===== src/rtl/ap_ctrl_perf_monitor_pkg.sv =====
// Shared types and helpers for the ap_ctrl performance monitor.
// Statistics travel at the widest supported width; each channel saturates at its own CNT_W.
package ap_mon_pkg;
  localparam int STAT_W     = 32;
  localparam int OUTS_W_MAX = 16;

  typedef enum logic [1:0] {
    ST_IDLE  = 2'd0,
    ST_BUSY  = 2'd1,
    ST_DRAIN = 2'd2
  } ch_state_e;

  typedef struct packed {
    logic [STAT_W-1:0]     txn_count;
    logic [STAT_W-1:0]     last_lat;
    logic [STAT_W-1:0]     max_lat;
    logic [STAT_W-1:0]     stall_cycles;
    logic [OUTS_W_MAX-1:0] outstanding;
    ch_state_e             state;
    logic                  err;
  } ch_stats_t;

  function automatic logic [STAT_W-1:0] cnt_max(input int w);
    return {STAT_W{1'b1}} >> (STAT_W - w);
  endfunction

  function automatic logic [STAT_W-1:0] sat_inc(input logic [STAT_W-1:0] val,
                                                input logic [STAT_W-1:0] lim);
    return (val >= lim) ? val : val + STAT_W'(1);
  endfunction
endpackage


===== src/rtl/ap_ctrl_perf_monitor_if.sv =====
// Observed ap_ctrl_chain handshakes plus the statistics read port of the monitor.
interface ap_ctrl_perf_monitor_if #(
  parameter int NUM_CH = 4,
  parameter int CNT_W  = 32,
  parameter int OUT_W  = 4
);
  localparam int SEL_W = (NUM_CH > 1) ? $clog2(NUM_CH) : 1;

  logic              finish;
  logic [NUM_CH-1:0] mon_ap_start;
  logic [NUM_CH-1:0] mon_ap_ready;
  logic [NUM_CH-1:0] mon_ap_done;
  logic [NUM_CH-1:0] mon_ap_continue;
  logic              rd_en;
  logic [SEL_W-1:0]  rd_sel;
  logic              rd_valid;
  logic [CNT_W-1:0]  rd_txn_count;
  logic [CNT_W-1:0]  rd_last_lat;
  logic [CNT_W-1:0]  rd_max_lat;
  logic [CNT_W-1:0]  rd_stall_cycles;
  logic [OUT_W-1:0]  rd_outstanding;
  logic [1:0]        rd_state;
  logic [NUM_CH-1:0] err_flags;
  logic              all_idle;
  logic              frozen;

  modport master (
    output finish, mon_ap_start, mon_ap_ready, mon_ap_done, mon_ap_continue, rd_en, rd_sel,
    input  rd_valid, rd_txn_count, rd_last_lat, rd_max_lat, rd_stall_cycles,
           rd_outstanding, rd_state, err_flags, all_idle, frozen
  );

  modport slave (
    input  finish, mon_ap_start, mon_ap_ready, mon_ap_done, mon_ap_continue, rd_en, rd_sel,
    output rd_valid, rd_txn_count, rd_last_lat, rd_max_lat, rd_stall_cycles,
           rd_outstanding, rd_state, err_flags, all_idle, frozen
  );
endinterface


===== src/rtl/ap_ctrl_perf_monitor_ch_monitor.sv =====
// One channel: outstanding count, latency timer, saturating statistics and the IDLE/BUSY/DRAIN FSM.
import ap_mon_pkg::*;

module ap_ctrl_ch_monitor #(
  parameter int CNT_W = 32,
  parameter int OUT_W = 4
) (
  input  logic      i_clk,
  input  logic      i_rst,
  input  logic      i_freeze,
  input  logic      i_start,
  input  logic      i_ready,
  input  logic      i_done,
  input  logic      i_continue,
  output ch_stats_t o_stats
);
  localparam logic [STAT_W-1:0] CNT_MAX  = cnt_max(CNT_W);
  localparam logic [OUT_W-1:0]  OUTS_MAX = '1;

  ch_state_e          r_state;
  logic [OUT_W-1:0]   r_outs;
  logic [STAT_W-1:0]  r_lat, r_txn, r_last, r_max, r_stall;
  logic               r_err;

  logic               w_s, w_d, w_stall, w_d_ok, w_err;
  logic [OUT_W-1:0]   w_outs_nxt;
  logic [STAT_W-1:0]  w_lat_meas;

  always_comb begin
    w_s        = i_start & i_ready;
    w_d        = i_done & i_continue;
    w_stall    = i_done & ~i_continue;
    w_d_ok     = w_d & ((r_outs != '0) | w_s);
    // a start and done on the same edge with nothing in flight took zero cycles
    w_lat_meas = (r_outs == '0) ? '0 : r_lat;
    w_outs_nxt = r_outs;
    w_err      = 1'b0;
    if (w_s && !w_d) begin
      if (r_outs == OUTS_MAX) w_err = 1'b1;
      else                    w_outs_nxt = r_outs + OUT_W'(1);
    end else if (w_d && !w_s) begin
      if (r_outs == '0) w_err = 1'b1;
      else              w_outs_nxt = r_outs - OUT_W'(1);
    end
  end

  always_ff @(posedge i_clk or posedge i_rst) begin
    if (i_rst) begin
      r_state <= ST_IDLE;
      r_outs  <= '0;
      r_lat   <= '0;
      r_txn   <= '0;
      r_last  <= '0;
      r_max   <= '0;
      r_stall <= '0;
      r_err   <= 1'b0;
    end else if (!i_freeze) begin
      r_outs <= w_outs_nxt;
      r_err  <= r_err | w_err;
      if (w_stall) r_stall <= sat_inc(r_stall, CNT_MAX);
      if (w_d_ok) begin
        r_txn  <= sat_inc(r_txn, CNT_MAX);
        r_last <= w_lat_meas;
        if (w_lat_meas > r_max) r_max <= w_lat_meas;
      end
      if ((w_s && r_outs == '0) || (w_d_ok && w_outs_nxt != '0)) r_lat <= STAT_W'(1);
      else if (r_outs != '0)                                    r_lat <= sat_inc(r_lat, CNT_MAX);
      case (r_state)
        ST_IDLE:  if (w_outs_nxt != '0) r_state <= ST_BUSY;
        ST_BUSY:  if (w_outs_nxt == '0) r_state <= ST_IDLE;
                  else if (w_stall)     r_state <= ST_DRAIN;
        ST_DRAIN: if (w_outs_nxt == '0) r_state <= ST_IDLE;
                  else if (w_d)         r_state <= ST_BUSY;
        default:  r_state <= ST_IDLE;
      endcase
    end
  end

  always_comb begin
    o_stats              = '0;
    o_stats.txn_count    = r_txn;
    o_stats.last_lat     = r_last;
    o_stats.max_lat      = r_max;
    o_stats.stall_cycles = r_stall;
    o_stats.outstanding  = OUTS_W_MAX'(r_outs);
    o_stats.state        = r_state;
    o_stats.err          = r_err;
  end
endmodule


===== src/rtl/ap_ctrl_perf_monitor.sv =====
// Passive multi-channel ap_ctrl_chain monitor: per-channel stats, sticky freeze and registered read port.
import ap_mon_pkg::*;

module ap_ctrl_perf_monitor #(
  parameter int NUM_CH = 4,
  parameter int CNT_W  = 32,
  parameter int OUT_W  = 4
) (
  input  logic                  clock,
  input  logic                  reset,
  ap_ctrl_perf_monitor_if.slave bus
);
  localparam int SEL_W = (NUM_CH > 1) ? $clog2(NUM_CH) : 1;

  ch_stats_t         w_stats [NUM_CH];
  ch_stats_t         w_sel;
  logic [NUM_CH-1:0] w_idle, w_err;

  logic              r_frozen, r_rd_valid, r_all_idle;
  logic [CNT_W-1:0]  r_rd_txn, r_rd_last, r_rd_max, r_rd_stall;
  logic [OUT_W-1:0]  r_rd_outs;
  logic [1:0]        r_rd_state;

  for (genvar g = 0; g < NUM_CH; g++) begin : g_ch
    ap_ctrl_ch_monitor #(.CNT_W(CNT_W), .OUT_W(OUT_W)) u_ch (
      .i_clk      (clock),
      .i_rst      (reset),
      .i_freeze   (r_frozen),
      .i_start    (bus.mon_ap_start[g]),
      .i_ready    (bus.mon_ap_ready[g]),
      .i_done     (bus.mon_ap_done[g]),
      .i_continue (bus.mon_ap_continue[g]),
      .o_stats    (w_stats[g])
    );
    assign w_idle[g] = (w_stats[g].state == ST_IDLE);
    assign w_err[g]  = w_stats[g].err;
  end

  // unmatched selects fall through to the all-zero default
  always_comb begin
    w_sel = '0;
    for (int i = 0; i < NUM_CH; i++)
      if (bus.rd_sel == SEL_W'(i)) w_sel = w_stats[i];
  end

  always_ff @(posedge clock or posedge reset) begin
    if (reset) begin
      r_frozen   <= 1'b0;
      r_rd_valid <= 1'b0;
      r_all_idle <= 1'b1;
      r_rd_txn   <= '0;
      r_rd_last  <= '0;
      r_rd_max   <= '0;
      r_rd_stall <= '0;
      r_rd_outs  <= '0;
      r_rd_state <= '0;
    end else begin
      if (bus.finish) r_frozen <= 1'b1;
      r_rd_valid <= bus.rd_en;
      r_all_idle <= &w_idle;
      if (bus.rd_en) begin
        r_rd_txn   <= w_sel.txn_count[CNT_W-1:0];
        r_rd_last  <= w_sel.last_lat[CNT_W-1:0];
        r_rd_max   <= w_sel.max_lat[CNT_W-1:0];
        r_rd_stall <= w_sel.stall_cycles[CNT_W-1:0];
        r_rd_outs  <= w_sel.outstanding[OUT_W-1:0];
        r_rd_state <= w_sel.state;
      end
    end
  end

  assign bus.rd_valid        = r_rd_valid;
  assign bus.rd_txn_count    = r_rd_txn;
  assign bus.rd_last_lat     = r_rd_last;
  assign bus.rd_max_lat      = r_rd_max;
  assign bus.rd_stall_cycles = r_rd_stall;
  assign bus.rd_outstanding  = r_rd_outs;
  assign bus.rd_state        = r_rd_state;
  assign bus.err_flags       = w_err;
  assign bus.all_idle        = r_all_idle;
  assign bus.frozen          = r_frozen;
endmodule


===== src/flat_wrapper.sv =====
// flat-port wrapper written by rule: the top's interface ports become plain ports
module ap_ctrl_perf_monitor_flat 
#(
  parameter int NUM_CH = 4,
  parameter int CNT_W  = 32,
  parameter int OUT_W  = 4
)
  (clock, reset, bus_finish, bus_mon_ap_start, bus_mon_ap_ready, bus_mon_ap_done, bus_mon_ap_continue, bus_rd_en, bus_rd_sel, bus_rd_valid, bus_rd_txn_count, bus_rd_last_lat, bus_rd_max_lat, bus_rd_stall_cycles, bus_rd_outstanding, bus_rd_state, bus_err_flags, bus_all_idle, bus_frozen);
  ap_ctrl_perf_monitor_if #(.NUM_CH(NUM_CH), .CNT_W(CNT_W), .OUT_W(OUT_W)) bus_i ();
  input  logic clock;
  input  logic reset;
  input wire logic [$bits(bus_i.finish)-1:0] bus_finish;
  input wire logic [$bits(bus_i.mon_ap_start)-1:0] bus_mon_ap_start;
  input wire logic [$bits(bus_i.mon_ap_ready)-1:0] bus_mon_ap_ready;
  input wire logic [$bits(bus_i.mon_ap_done)-1:0] bus_mon_ap_done;
  input wire logic [$bits(bus_i.mon_ap_continue)-1:0] bus_mon_ap_continue;
  input wire logic [$bits(bus_i.rd_en)-1:0] bus_rd_en;
  input wire logic [$bits(bus_i.rd_sel)-1:0] bus_rd_sel;
  output wire logic [$bits(bus_i.rd_valid)-1:0] bus_rd_valid;
  output wire logic [$bits(bus_i.rd_txn_count)-1:0] bus_rd_txn_count;
  output wire logic [$bits(bus_i.rd_last_lat)-1:0] bus_rd_last_lat;
  output wire logic [$bits(bus_i.rd_max_lat)-1:0] bus_rd_max_lat;
  output wire logic [$bits(bus_i.rd_stall_cycles)-1:0] bus_rd_stall_cycles;
  output wire logic [$bits(bus_i.rd_outstanding)-1:0] bus_rd_outstanding;
  output wire logic [$bits(bus_i.rd_state)-1:0] bus_rd_state;
  output wire logic [$bits(bus_i.err_flags)-1:0] bus_err_flags;
  output wire logic [$bits(bus_i.all_idle)-1:0] bus_all_idle;
  output wire logic [$bits(bus_i.frozen)-1:0] bus_frozen;
  assign bus_i.finish = bus_finish;
  assign bus_i.mon_ap_start = bus_mon_ap_start;
  assign bus_i.mon_ap_ready = bus_mon_ap_ready;
  assign bus_i.mon_ap_done = bus_mon_ap_done;
  assign bus_i.mon_ap_continue = bus_mon_ap_continue;
  assign bus_i.rd_en = bus_rd_en;
  assign bus_i.rd_sel = bus_rd_sel;
  assign bus_rd_valid = bus_i.rd_valid;
  assign bus_rd_txn_count = bus_i.rd_txn_count;
  assign bus_rd_last_lat = bus_i.rd_last_lat;
  assign bus_rd_max_lat = bus_i.rd_max_lat;
  assign bus_rd_stall_cycles = bus_i.rd_stall_cycles;
  assign bus_rd_outstanding = bus_i.rd_outstanding;
  assign bus_rd_state = bus_i.rd_state;
  assign bus_err_flags = bus_i.err_flags;
  assign bus_all_idle = bus_i.all_idle;
  assign bus_frozen = bus_i.frozen;
  ap_ctrl_perf_monitor #(.NUM_CH(NUM_CH), .CNT_W(CNT_W), .OUT_W(OUT_W)) u_core (.clock(clock), .reset(reset), .bus(bus_i));
endmodule

===== config.mk =====
export PLATFORM = sky130hd
export DESIGN_NAME = ap_ctrl_perf_monitor_flat
export DESIGN_NICKNAME = d
export VERILOG_FILES = /design/src/rtl/ap_ctrl_perf_monitor_pkg.sv /design/src/rtl/ap_ctrl_perf_monitor_if.sv /design/src/rtl/ap_ctrl_perf_monitor_ch_monitor.sv /design/src/rtl/ap_ctrl_perf_monitor.sv /design/src/flat_wrapper.sv
export SDC_FILE = /design/constraint.sdc
export NUM_CORES = 2
export LEC_CHECK = 0
export ABC_AREA = 1
export CAP_MARGIN = 20
export CORE_UTILIZATION = 43
export CTS_CLUSTER_DIAMETER = 80
export CTS_CLUSTER_SIZE = 25
export DETAILED_ROUTE_END_ITERATION = 12
export GPL_TIMING_DRIVEN = 0
export SYNTH_ARGS = -nofsm -noshare
export SYNTH_HDL_FRONTEND = slang
export SYNTH_SLANG_ARGS = --single-unit
export TNS_END_PERCENT = 1

===== constraint.sdc =====
create_clock -name clock -period 31 [get_ports clock]
set_input_delay 6.2 -clock clock [delete_from_list [all_inputs] [get_ports clock]]
set_output_delay 6.2 -clock clock [all_outputs]
set_load 0.03 [all_outputs]

==> metrics.cfg <==
[synth]
synth_top_area_share_pct=43.14
syn-cell-area_um2=46640
synth_area_leaders=dfrtp_1 43%, nand2_1 13%, inv_1 6.1%
yosysTopAreaCell=dfrtp_1
synth_nets=6210
synth.distinct_cells=56
ys.warnings.count=0
synth-seq-cells=805
synth_async_sr_flop_share_pct=100.0
seq_area_frac_synth_pct=43.20
ys_top_cells_by_count=1608 x nand2_1, 804 x dfrtp_1, 755 x inv_1
syn_area_per_cell_um2=7.722
synth-edff-count=0
yosysMostFrequentCell=nand2_1
netlist_instances=6040
synthFlopType=dfrtp_1

[routing]
ant_nets=0
drt_iter0_markers=4182
wl_per_cell_um=21.18
dr.pass1.iters=6
drc_errors=0
vias=42087
detail_route.wirelength_mm=163.1
vias_per_cell=5.466

[clocking]
cts_setup_buffers=0
ctsResizeCount=0
clock-sinks=805
cts-buffers-inserted=48
cts_tree=built
htree_levels=2
cts.clk_slew.worst_paths_ns=0.10
clockBufferDepth=3
clk_latency_ns=0.68
hold_buffers=0
root_buffer=clkbuf_16

[grt]
grt_use_total_pct=29.51
grt_max_degree=124
antenna_found_initial=3
grt_pass1_vias=40209
grt_pass1_wl_mm=250.4
gr-total-overflow=0

[sta]
setup_slack_ns=21.31
skew_ns=0.02504
period_minus_slack_ns=9.692
grt_setup_unrepaired=false
finalHoldViolCount=0
timing.fmax_ghz=0.1032
setup_violations=0
relSlewSlack_pct=24.77
setup_tns_ns=0
worst_pin_slew_ns=1.128
period_share_pct=31.26
slew_viol_final=0
hold_ws_ns=0.4760

[worst_setup_path]
r2r_slack_ns=26.64
worstPathMaxFanout=10
cp-start-kind=primary input
r2r_cells=18
reg2reg_from=u_core.g_ch[3].u_ch.r_outs[1]
critical_path_class=in -> reg
cp.arrival_ns=10.24
r2r_end=u_core.g_ch[3].u_ch.r_max[28]
crit_required_ns=31.55
cp-end-kind=register

[placement]
gp_congestion=0.9695
io_buffer_count=161
pre_cts_slack_ns=20.60
dp_hpwl_mm=128.2
place_inst=7613

[hold_path]
hold_path.class=reg -> reg
min-delay-start=u_core.g_ch[0].u_ch.r_stall[5]
worstHoldPathCells=1
hold_end=u_core.g_ch[0].u_ch.r_stall[5]

[die]
die_area_um2=109800
die_width_um=331.3
rows=120
start_util_pct=43.44
core_um2=107400
die_h_um=331.3
num_io_pins=163

[power_and_ir_drop]
intPower_mw=1.535
p_leak_nw=24.93
p_comb_share_pct=13.4
pwr-share-seq_pct=50.8
clockPowerShare_pct=35.8
power_density_nw_per_um2=42.25
p_sw_share_pct=30.10
switchingPower_mw=0.6609
ir_drop_mv=0.04517

[layout]
drive_gt1_share_pct=5.417
area.growth.synth_to_final_pct=11.43
regArea_um2=20150
multi_input_area_um2=22420
final.fill_count=10726
final_util_pct=48.41
fin_cells=7700
final_nets=6430

[outcome]
status=finished, final reports clean

[job]
maxCapViolations=0

logic make-up after synthesis:
| logic type | after synthesis | synth area share [%] |
|---|---|---|
| buffers and inverters | 1022 | 8.735 |
| adder cells (fa/ha/maj) | 148 | 3.970 |
| XOR/XNOR | 323 | 6.066 |
| flip-flops | 805 | 43.20 |
| multiplexers | 31 | 0.7485 |
| AO/OA/AOI/OAI | 699 | 9.103 |
| AND/OR/NAND/NOR | 3012 | 28.18 |
critical path, stage by stage:
cell and delay (ns):
clkdlybuf4s50_1 0.55, inv_1 0.09, nand2_1 0.45, clkbuf_1 0.85
clkbuf_1 0.85, o21ai_0 0.57, a221oi_1 0.53, o21ai_0 0.13
layout by cell type, fill, tap and decap left out, types with 28 or more instances in the layout:
| cell | n |
|---|---|
| nand2_1 | 1608 |
| dfrtp_1 | 804 |
| inv_1 | 754 |
| nor2_1 | 523 |
| nand3_1 | 352 |
| o21ai_0 | 319 |
| xor2_1 | 279 |
| nand4_1 | 217 |
| clkdlybuf4s50_1 | 161 |
| clkbuf_1 | 149 |
| ha_1 | 148 |
| nor3_1 | 142 |
| a221oi_1 | 128 |
| o22ai_1 | 111 |
| a21oi_1 | 91 |
| clkbuf_16 | 49 |
| nor4_1 | 46 |
| xnor2_1 | 44 |
| buf_2 | 42 |
| mux2_2 | 31 |
| inv_2 | 28 |
| nand2_2 | 28 |
| nor2_2 | 28 |
area by class of cell:
class | count | area share, %
Tap cell | 1403 | 3.378
Inverter | 785 | 5.691
Sequential cell | 805 | 38.76
Antenna cell | 2 | 0.009630
Clock buffer | 54 | 2.434
Multi-Input combinational cell | 4213 | 43.14
Timing Repair Buffer | 170 | 3.515
Buffer | 237 | 2.164
Clock inverter | 31 | 0.9052
layer usage:
metal / vias to the layer above / global-route usage, % / part of all wire (%)
met2: 1306 / 45.99 / 45
li1: 20110 / - / -
met3: 232 / 3.367 / 5.9
met1: 20439 / 42.58 / 46
met5: - / 0 / 0
met4: 0 / 9.837 / 3.5
metrics by stage:
stage / power (mW) / cell area, um2
global route: 2.276 / 51960
global placement: 1.425 / 50010
finish: 2.196 / 51970
floorplan: 1.309 / 46640
detailed placement: 1.428 / 50230
CTS: 2.212 / 51960
power by group through the flow:
stage,clock [mW],sequential [mW],combinational [mW]
floorplan,0,1.16,0.151
global placement,0,1.14,0.287
detailed placement,0,1.14,0.293
CTS,0.803,1.12,0.293
global route,0.836,1.12,0.319
finish,0.787,1.12,0.293
sequential cells by signal, summed over array words and instances, names as in the netlist:
register	cells
u_core.g_ch.u_ch.r_state	8
u_core.bus.rd_state	2
u_core.bus.rd_max_lat	32
u_core.bus.rd_txn_count	32
u_core.bus.frozen	1
u_core.g_ch.u_ch.r_lat	128
u_core.bus.rd_last_lat	32
u_core.bus.rd_stall_cycles	32
u_core.g_ch.u_ch.r_outs	16
u_core.bus.all_idle	1
u_core.g_ch.u_ch.r_txn	128
u_core.bus.rd_outstanding	4
u_core.bus.rd_valid	1
u_core.g_ch.u_ch.r_stall	128
u_core.g_ch.u_ch.r_err	4
u_core.g_ch.u_ch.r_last	128
u_core.g_ch.u_ch.r_max	128
worst max-delay path by stage:
stage / from / end
finish: bus_rd_sel[1] / u_core.bus.rd_last_lat[0]
global route: bus_rd_sel[1] / u_core.bus.rd_last_lat[0]
CTS: bus_rd_sel[1] / u_core.bus.rd_last_lat[0]
detailed placement: bus_rd_sel[1] / u_core.bus.rd_last_lat[0]
global placement: reset / u_core.g_ch[3].u_ch.r_txn[10]
floorplan: reset / u_core.bus.frozen
No activity file was read; power rests on OpenSTA's default activity.
